$ cat src/rtl/cache_req_issuer_if.sv
`default_nettype none
// ============================================================================
//  Module   : cache_req_issuer_if
//  Purpose  : Bundles the request, cache-side and response signals of the
//             cache request issuer. The master modport is the issuer's view
//             and the slave modport is the view of the core and cache around it.
//  Revision : 1.0  initial release
// ============================================================================
interface cache_req_issuer_if #(
    parameter int ADDR_WIDTH = 8,
    parameter int DATA_WIDTH = 8,
    parameter int TIMEOUT    = 15
);
    localparam int LAT_W = $clog2(TIMEOUT + 1);

    // upstream request
    logic                  req_valid;
    logic                  req_ready;
    logic                  req_write;
    logic [ADDR_WIDTH-1:0] req_addr;
    logic [DATA_WIDTH-1:0] req_wdata;
    // cache side
    logic                  re;
    logic                  we;
    logic [ADDR_WIDTH-1:0] addr;
    logic [DATA_WIDTH-1:0] wdata;
    logic [DATA_WIDTH-1:0] rdata;
    logic                  done;
    // downstream response
    logic                  resp_valid;
    logic                  resp_ready;
    logic                  resp_write;
    logic [DATA_WIDTH-1:0] resp_rdata;
    logic                  resp_err;
    logic [LAT_W-1:0]      resp_latency;
    logic                  spurious_done;

    modport master (
        input  req_valid, req_write, req_addr, req_wdata, rdata, done, resp_ready,
        output req_ready, re, we, addr, wdata,
        output resp_valid, resp_write, resp_rdata, resp_err, resp_latency, spurious_done
    );

    modport slave (
        output req_valid, req_write, req_addr, req_wdata, rdata, done, resp_ready,
        input  req_ready, re, we, addr, wdata,
        input  resp_valid, resp_write, resp_rdata, resp_err, resp_latency, spurious_done
    );
endinterface
`default_nettype wire

$ cat src/rtl/cache_req_issuer.sv
`default_nettype none
// ============================================================================
//  Module   : cache_req_issuer
//  Purpose  : CPU-side cache initiator. Takes one load/store at a time,
//             strobes the cache for one cycle, waits for done (with a
//             watchdog), and returns data, latency and an error flag.
//  Revision : 1.0  initial release
// ============================================================================
module cache_req_issuer #(
    parameter int ADDR_WIDTH = 8,
    parameter int DATA_WIDTH = 8,
    parameter int TIMEOUT    = 15
) (
    input  logic               clk,
    input  logic               rst,
    cache_req_issuer_if.master bus
);
    localparam int LAT_W = $clog2(TIMEOUT + 1);
    localparam logic [LAT_W-1:0] TIMEOUT_CNT = LAT_W'(TIMEOUT);

    typedef enum logic [1:0] {
        IDLE  = 2'd0,
        ISSUE = 2'd1,
        WAIT  = 2'd2,
        RESP  = 2'd3
    } state_t;

    state_t                state;
    state_t                state_next;

    logic                  write_q;
    logic [ADDR_WIDTH-1:0] addr_q;
    logic [DATA_WIDTH-1:0] wdata_q;
    logic [LAT_W-1:0]      cnt;
    logic [DATA_WIDTH-1:0] resp_rdata_q;
    logic [LAT_W-1:0]      resp_latency_q;
    logic                  resp_err_q;
    logic                  spurious_q;

    logic                  req_ready_c;
    logic                  re_c;
    logic                  we_c;
    logic                  resp_valid_c;

    logic                  wait_expired;
    assign wait_expired = (cnt == TIMEOUT_CNT);

    // State register
    always_ff @(posedge clk) begin
        if (rst) begin
            state <= IDLE;
        end else begin
            state <= state_next;
        end
    end

    // Next-state and state-decoded handshake/strobe outputs
    always_comb begin
        state_next   = state;
        req_ready_c  = 1'b0;
        re_c         = 1'b0;
        we_c         = 1'b0;
        resp_valid_c = 1'b0;
        case (state)
            IDLE: begin
                req_ready_c = 1'b1;
                if (bus.req_valid) begin
                    state_next = ISSUE;
                end
            end
            ISSUE: begin
                re_c       = ~write_q;
                we_c       = write_q;
                state_next = WAIT;
            end
            WAIT: begin
                if (bus.done || wait_expired) begin
                    state_next = RESP;
                end
            end
            RESP: begin
                resp_valid_c = 1'b1;
                if (bus.resp_ready) begin
                    state_next = IDLE;
                end
            end
            default: state_next = IDLE;
        endcase
    end

    // Request capture, latency counting and response capture
    always_ff @(posedge clk) begin
        if (rst) begin
            write_q        <= 1'b0;
            addr_q         <= '0;
            wdata_q        <= '0;
            cnt            <= '0;
            resp_rdata_q   <= '0;
            resp_latency_q <= '0;
            resp_err_q     <= 1'b0;
        end else begin
            case (state)
                IDLE: begin
                    // addr/wdata keep their last value until a new request lands
                    if (bus.req_valid) begin
                        write_q <= bus.req_write;
                        addr_q  <= bus.req_addr;
                        wdata_q <= bus.req_wdata;
                    end
                end
                ISSUE: begin
                    cnt <= LAT_W'(1);
                end
                WAIT: begin
                    // done wins over the watchdog, so done at exactly TIMEOUT is good
                    if (bus.done) begin
                        resp_rdata_q   <= write_q ? '0 : bus.rdata;
                        resp_latency_q <= cnt;
                        resp_err_q     <= 1'b0;
                    end else if (wait_expired) begin
                        resp_rdata_q   <= '0;
                        resp_latency_q <= TIMEOUT_CNT;
                        resp_err_q     <= 1'b1;
                    end else begin
                        cnt <= cnt + 1'b1;
                    end
                end
                default: ;
            endcase
        end
    end

    // Sticky flag for a done that arrives when no access is outstanding
    always_ff @(posedge clk) begin
        if (rst) begin
            spurious_q <= 1'b0;
        end else if (bus.done && (state != WAIT)) begin
            spurious_q <= 1'b1;
        end
    end

    assign bus.req_ready     = req_ready_c;
    assign bus.re            = re_c;
    assign bus.we            = we_c;
    assign bus.addr          = addr_q;
    assign bus.wdata         = wdata_q;
    assign bus.resp_valid    = resp_valid_c;
    assign bus.resp_write    = write_q;
    assign bus.resp_rdata    = resp_rdata_q;
    assign bus.resp_err      = resp_err_q;
    assign bus.resp_latency  = resp_latency_q;
    assign bus.spurious_done = spurious_q;

endmodule
`default_nettype wire

$ cat src/flat_wrapper.sv
// flat-port wrapper written by rule: the top's interface ports become plain ports
module cache_req_issuer_flat 
#(
    parameter int ADDR_WIDTH = 8,
    parameter int DATA_WIDTH = 8,
    parameter int TIMEOUT    = 15
)
  (clk, rst, bus_req_valid, bus_req_write, bus_req_addr, bus_req_wdata, bus_rdata, bus_done, bus_resp_ready, bus_req_ready, bus_re, bus_we, bus_addr, bus_wdata, bus_resp_valid, bus_resp_write, bus_resp_rdata, bus_resp_err, bus_resp_latency, bus_spurious_done);
  cache_req_issuer_if #(.ADDR_WIDTH(ADDR_WIDTH), .DATA_WIDTH(DATA_WIDTH), .TIMEOUT(TIMEOUT)) bus_i ();
  input  logic clk;
  input  logic rst;
  input wire logic [$bits(bus_i.req_valid)-1:0] bus_req_valid;
  input wire logic [$bits(bus_i.req_write)-1:0] bus_req_write;
  input wire logic [$bits(bus_i.req_addr)-1:0] bus_req_addr;
  input wire logic [$bits(bus_i.req_wdata)-1:0] bus_req_wdata;
  input wire logic [$bits(bus_i.rdata)-1:0] bus_rdata;
  input wire logic [$bits(bus_i.done)-1:0] bus_done;
  input wire logic [$bits(bus_i.resp_ready)-1:0] bus_resp_ready;
  output wire logic [$bits(bus_i.req_ready)-1:0] bus_req_ready;
  output wire logic [$bits(bus_i.re)-1:0] bus_re;
  output wire logic [$bits(bus_i.we)-1:0] bus_we;
  output wire logic [$bits(bus_i.addr)-1:0] bus_addr;
  output wire logic [$bits(bus_i.wdata)-1:0] bus_wdata;
  output wire logic [$bits(bus_i.resp_valid)-1:0] bus_resp_valid;
  output wire logic [$bits(bus_i.resp_write)-1:0] bus_resp_write;
  output wire logic [$bits(bus_i.resp_rdata)-1:0] bus_resp_rdata;
  output wire logic [$bits(bus_i.resp_err)-1:0] bus_resp_err;
  output wire logic [$bits(bus_i.resp_latency)-1:0] bus_resp_latency;
  output wire logic [$bits(bus_i.spurious_done)-1:0] bus_spurious_done;
  assign bus_i.req_valid = bus_req_valid;
  assign bus_i.req_write = bus_req_write;
  assign bus_i.req_addr = bus_req_addr;
  assign bus_i.req_wdata = bus_req_wdata;
  assign bus_i.rdata = bus_rdata;
  assign bus_i.done = bus_done;
  assign bus_i.resp_ready = bus_resp_ready;
  assign bus_req_ready = bus_i.req_ready;
  assign bus_re = bus_i.re;
  assign bus_we = bus_i.we;
  assign bus_addr = bus_i.addr;
  assign bus_wdata = bus_i.wdata;
  assign bus_resp_valid = bus_i.resp_valid;
  assign bus_resp_write = bus_i.resp_write;
  assign bus_resp_rdata = bus_i.resp_rdata;
  assign bus_resp_err = bus_i.resp_err;
  assign bus_resp_latency = bus_i.resp_latency;
  assign bus_spurious_done = bus_i.spurious_done;
  cache_req_issuer #(.ADDR_WIDTH(ADDR_WIDTH), .DATA_WIDTH(DATA_WIDTH), .TIMEOUT(TIMEOUT)) u_core (.clk(clk), .rst(rst), .bus(bus_i));
endmodule
$ cat config.mk
export PLATFORM = sky130hd
export DESIGN_NAME = cache_req_issuer_flat
export DESIGN_NICKNAME = d
export VERILOG_FILES = /design/src/rtl/cache_req_issuer_if.sv /design/src/rtl/cache_req_issuer.sv /design/src/flat_wrapper.sv
export SDC_FILE = /design/constraint.sdc
export NUM_CORES = 1
export LEC_CHECK = 0
export ABC_CLOCK_PERIOD_IN_PS = 2100
export CAP_MARGIN = 20
export CELL_PAD_IN_SITES_DETAIL_PLACEMENT = 0
export CELL_PAD_IN_SITES_GLOBAL_PLACEMENT = 2
export CORE_MARGIN = 5
export CORE_UTILIZATION = 24
export CTS_CLUSTER_SIZE = 28
export DETAILED_ROUTE_END_ITERATION = 6
export PLACE_DENSITY = 0.87
export SETUP_SLACK_MARGIN = 0.3
export SLEW_MARGIN = 20
export SYNTH_ARGS = -nofsm -noshare
export SYNTH_HDL_FRONTEND = slang
export SYNTH_SLANG_ARGS = --single-unit
$ cat constraint.sdc
create_clock -name clk -period 2.1 [get_ports clk]
set_input_delay 0.42 -clock clk [delete_from_list [all_inputs] [get_ports clk]]
set_output_delay 0.42 -clock clk [all_outputs]
set_load 0.005 [all_outputs]
==> results.json <==
{
  "htree_num_levels": 2,
  "grt_overflow": 0,
  "drtIter0Drc": 49,
  "fill_cells": 598,
  "irDropWorstVdd_uv": 414,
  "setup_violations": 0,
  "maxSlewHeadroom": 0.618,
  "syn_inst": 163,
  "grt_antenna_before_repair": 0,
  "drc": 0,
  "place.gp.congestion": 0.726,
  "seq_area_frac_synth": 0.507,
  "grt_max_degree": 18,
  "period_share": 0.842,
  "drv_slew": 0,
  "path_cells": "clkdlybuf4s50_1",
  "syn_nets": 199,
  "avgRoutedWirePerCell_um": 12.5,
  "grt_pass1_wl_um": 6230,
  "syn_area_sq_um": 1460,
  "root_buffer": "clkbuf_8",
  "finalPower_w": 0.00245,
  "worstPathRequired_ns": 1.68,
  "r2r-end": "u_core.cnt[3]",
  "crit_buf_inv": 1,
  "drive_above_1_share": 0.111,
  "insertion_delay_ns": 0.29,
  "first_pass_iters": 4,
  "via_count": 1355,
  "slowest_delay_ns": 0.57,
  "clock_skew_ns": 0.00921,
  "ctsHoldBuffers": 0,
  "cts_buffers": 5,
  "fin_area_sq_um": 2380,
  "cts_tree": "done",
  "hpwlAfterDp_um": 2850,
  "crit_fanout": 5,
  "crit_path_end_kind": "output pin",
  "yosysWarnings": 0,
  "start_util": 0.247,
  "die-width_um": 88,
  "path_delay_family": "buffers and inverters",
  "ys_types": 31,
  "diodes": 0,
  "cts.path.max_buffers": 2,
  "area_growth_pct": 63.0,
  "period_needed_ns": 1.77,
  "p_per_area_nw_per_um2": 1030,
  "synth_seq_cells": 37,
  "run_status": "completed",
  "start_kind": "flip-flop",
  "utilization": 0.402,
  "grt_pass1_vias": 1318,
  "holdPathEnd": "u_core.bus.wdata[1]",
  "grtUsageTotal": 0.102,
  "r2r-start": "u_core.state[0]",
  "die-area_sq_um": 7740,
  "worst_pin_slew_ns": 0.572,
  "clock-sinks": 37,
  "core-area_sq_um": 5920,
  "tns_ns": 0,
  "r2r_cells": 5,
  "die_h_um": 88,
  "via_per_inst": 4.39,
  "hold_start": "u_core.bus.wdata[1]",
  "fmax_mhz": 565,
  "hold_path_class": "flip-flop to flip-flop",
  "ff_latch_area_sq_um": 748,
  "avgSynthCellArea_sq_um": 8.96,
  "clkSlewWorstSetupHoldPaths_ns": 0.07,
  "p_leak_nw": 0.921,
  "detail-route-antenna-nets": 0,
  "grt_setup_unrepaired": "yes",
  "cp_slowest_cell": "clkdlybuf4s50_1",
  "place_area_sq_um": 2200,
  "cp_data_arrival_time_ns": 1.35,
  "io_pins": 65,
  "drv_cap": 0,
  "fp-row-count": 28,
  "finalHoldViolCount": 0,
  "regToRegSetupSlack_ns": 0.48,
  "critical_path_class": "flip-flop to output pin",
  "layout.nets": 269,
  "worstHoldPathCells": 2,
  "wirelength_um": 3860,
  "portBuffers": 64,
  "multiInputGateArea_sq_um": 699
}
==> metrics by stage <==
stage,hold slack [ns],std cells,setup slack (ns)
6_report,0.456,309,0.331
3_3_place_gp,0.442,299,0.223
3_5_place_dp,0.449,299,0.166
2_1_floorplan,0.453,163,0.665
4_1_cts,0.460,307,0.192
5_1_grt,0.477,309,0.279
==> cell type report <==
cell class                 instances  share of cell area
tap                               75              0.0394
clock buffer                       5              0.0289
sequential                        37               0.314
multi-input combinational        113               0.294
clock inverter                     3              0.0195
timing repair buffer              71               0.294
inverter                           5             0.00999
==> worst register-to-register path: cells and delay by family (launching register included) <==
kind | cells | cell delay, ns
AOI/OAI and AO/OA | 1 | 0.13
DFF | 1 | 0.38
buffers and inverters | 2 | 0.21
and+or+nand+nor | 1 | 0.48
adders and majority gates | 1 | 0.36
==> cells in the mapped netlist <==
cell type | n | area, sq um
dfxtp_1 | 37 | 741
nand2_1 | 36 | 135
a21oi_1 | 23 | 115
a22o_1 | 8 | 70.1
ha_1 | 6 | 75.1
inv_1 | 5 | 18.8
nor2_1 | 5 | 18.8
nor3_1 | 5 | 25.0
nand2b_1 | 4 | 25.0
buf_1 | 3 | 11.3
clkbuf_1 | 3 | 11.3
nand3_1 | 3 | 15.0
a211oi_1 | 2 | 15.0
and2_1 | 2 | 12.5
buf_2 | 2 | 10.0
mux2i_1 | 2 | 20.0
nor2b_1 | 2 | 12.5
o211ai_1 | 2 | 15.0
a21oi_2 | 1 | 8.76
a222oi_1 | 1 | 10.0
a311oi_1 | 1 | 8.76
a31o_2 | 1 | 8.76
a31oi_1 | 1 | 6.26
a31oi_2 | 1 | 12.5
a41oi_1 | 1 | 8.76
mux2_2 | 1 | 11.3
nand4_1 | 1 | 6.26
nor3_2 | 1 | 10.0
nor3b_1 | 1 | 7.51
o21bai_1 | 1 | 7.51
or4_1 | 1 | 7.51
==> power by group <==
part	leakage (nW)	switching, W	internal (W)	total, W
Combinational	0.564	0.000402	0.000487	0.000889
Sequential	0.303	0.000102	0.000839	0.000941
Clock	0.0543	0.000261	0.000355	0.000617
==> routing by layer <==
layer,vias to the layer above,track usage,part of all wire
met4,0,0.0293,0.0096
li1,701,-,-
met3,5,0.0433,0.083
met1,608,0.125,0.45
met5,-,0,0
met2,41,0.165,0.46
==> cell usage in the layout, fill, tap and decap left out, types with 2 or more instances in the layout <==
cell type / instances
inv_1: 3
nand2b_1: 4
clkdlybuf4s50_1: 60
dlymetal6s2s_1: 3
nor2b_1: 2
o211ai_1: 2
inv_4: 2
buf_4: 7
mux2i_1: 2
dfxtp_4: 2
a211oi_1: 2
a21oi_1: 23
nor2_1: 5
nor3_1: 5
ha_1: 4
clkbuf_8: 5
ha_4: 2
a22o_1: 8
nand2_1: 36
nand3_1: 3
dfxtp_1: 35
and2_1: 2
==> cell families (layout without fill, tap and decap cells) <==
| family | Yosys count | in the layout | synth area share |
|---|---|---|---|
| buffers and inverters | 13 | 84 | 0.0351 |
| AO/OA/AOI/OAI | 43 | 43 | 0.196 |
| AND/OR/NAND/NOR | 61 | 61 | 0.189 |
| adder cells (fa/ha/maj) | 6 | 6 | 0.0514 |
| flip-flops | 37 | 37 | 0.507 |
| multiplexers | 3 | 3 | 0.0214 |
==> repair_timing <==
item,4_1_cts,5_1_grt
pin swaps,0,1
gates resized for setup,7,10
cloned,0,0
endpoints found under the setup margin,4,11
buffers inserted,0,2
==> registers in the layout, indices dropped and copies added (netlist names) <==
register	cells
u_core.bus.resp_latency	4
u_core.bus.wdata	8
u_core.bus.resp_rdata	8
u_core.state	2
u_core.bus.resp_write	1
u_core.bus.spurious_done	1
u_core.bus.resp_err	1
u_core.bus.addr	8
u_core.cnt	4
==> worst max path at each step <==
stage	from	end	slack, ns	cells after the start
after CTS	u_core.state[1]	bus_we	0.19	4
after floorplan	u_core.state[0]	u_core.state[0]	0.67	5
final	u_core.bus.resp_write	bus_resp_write	0.33	1
after global placement	bus_done	u_core.bus.resp_rdata[0]	0.22	4
after detailed placement	bus_done	u_core.bus.resp_rdata[0]	0.17	4
after global routing	u_core.bus.resp_write	bus_resp_write	0.28	1
(Power assumes the default switching activity.)
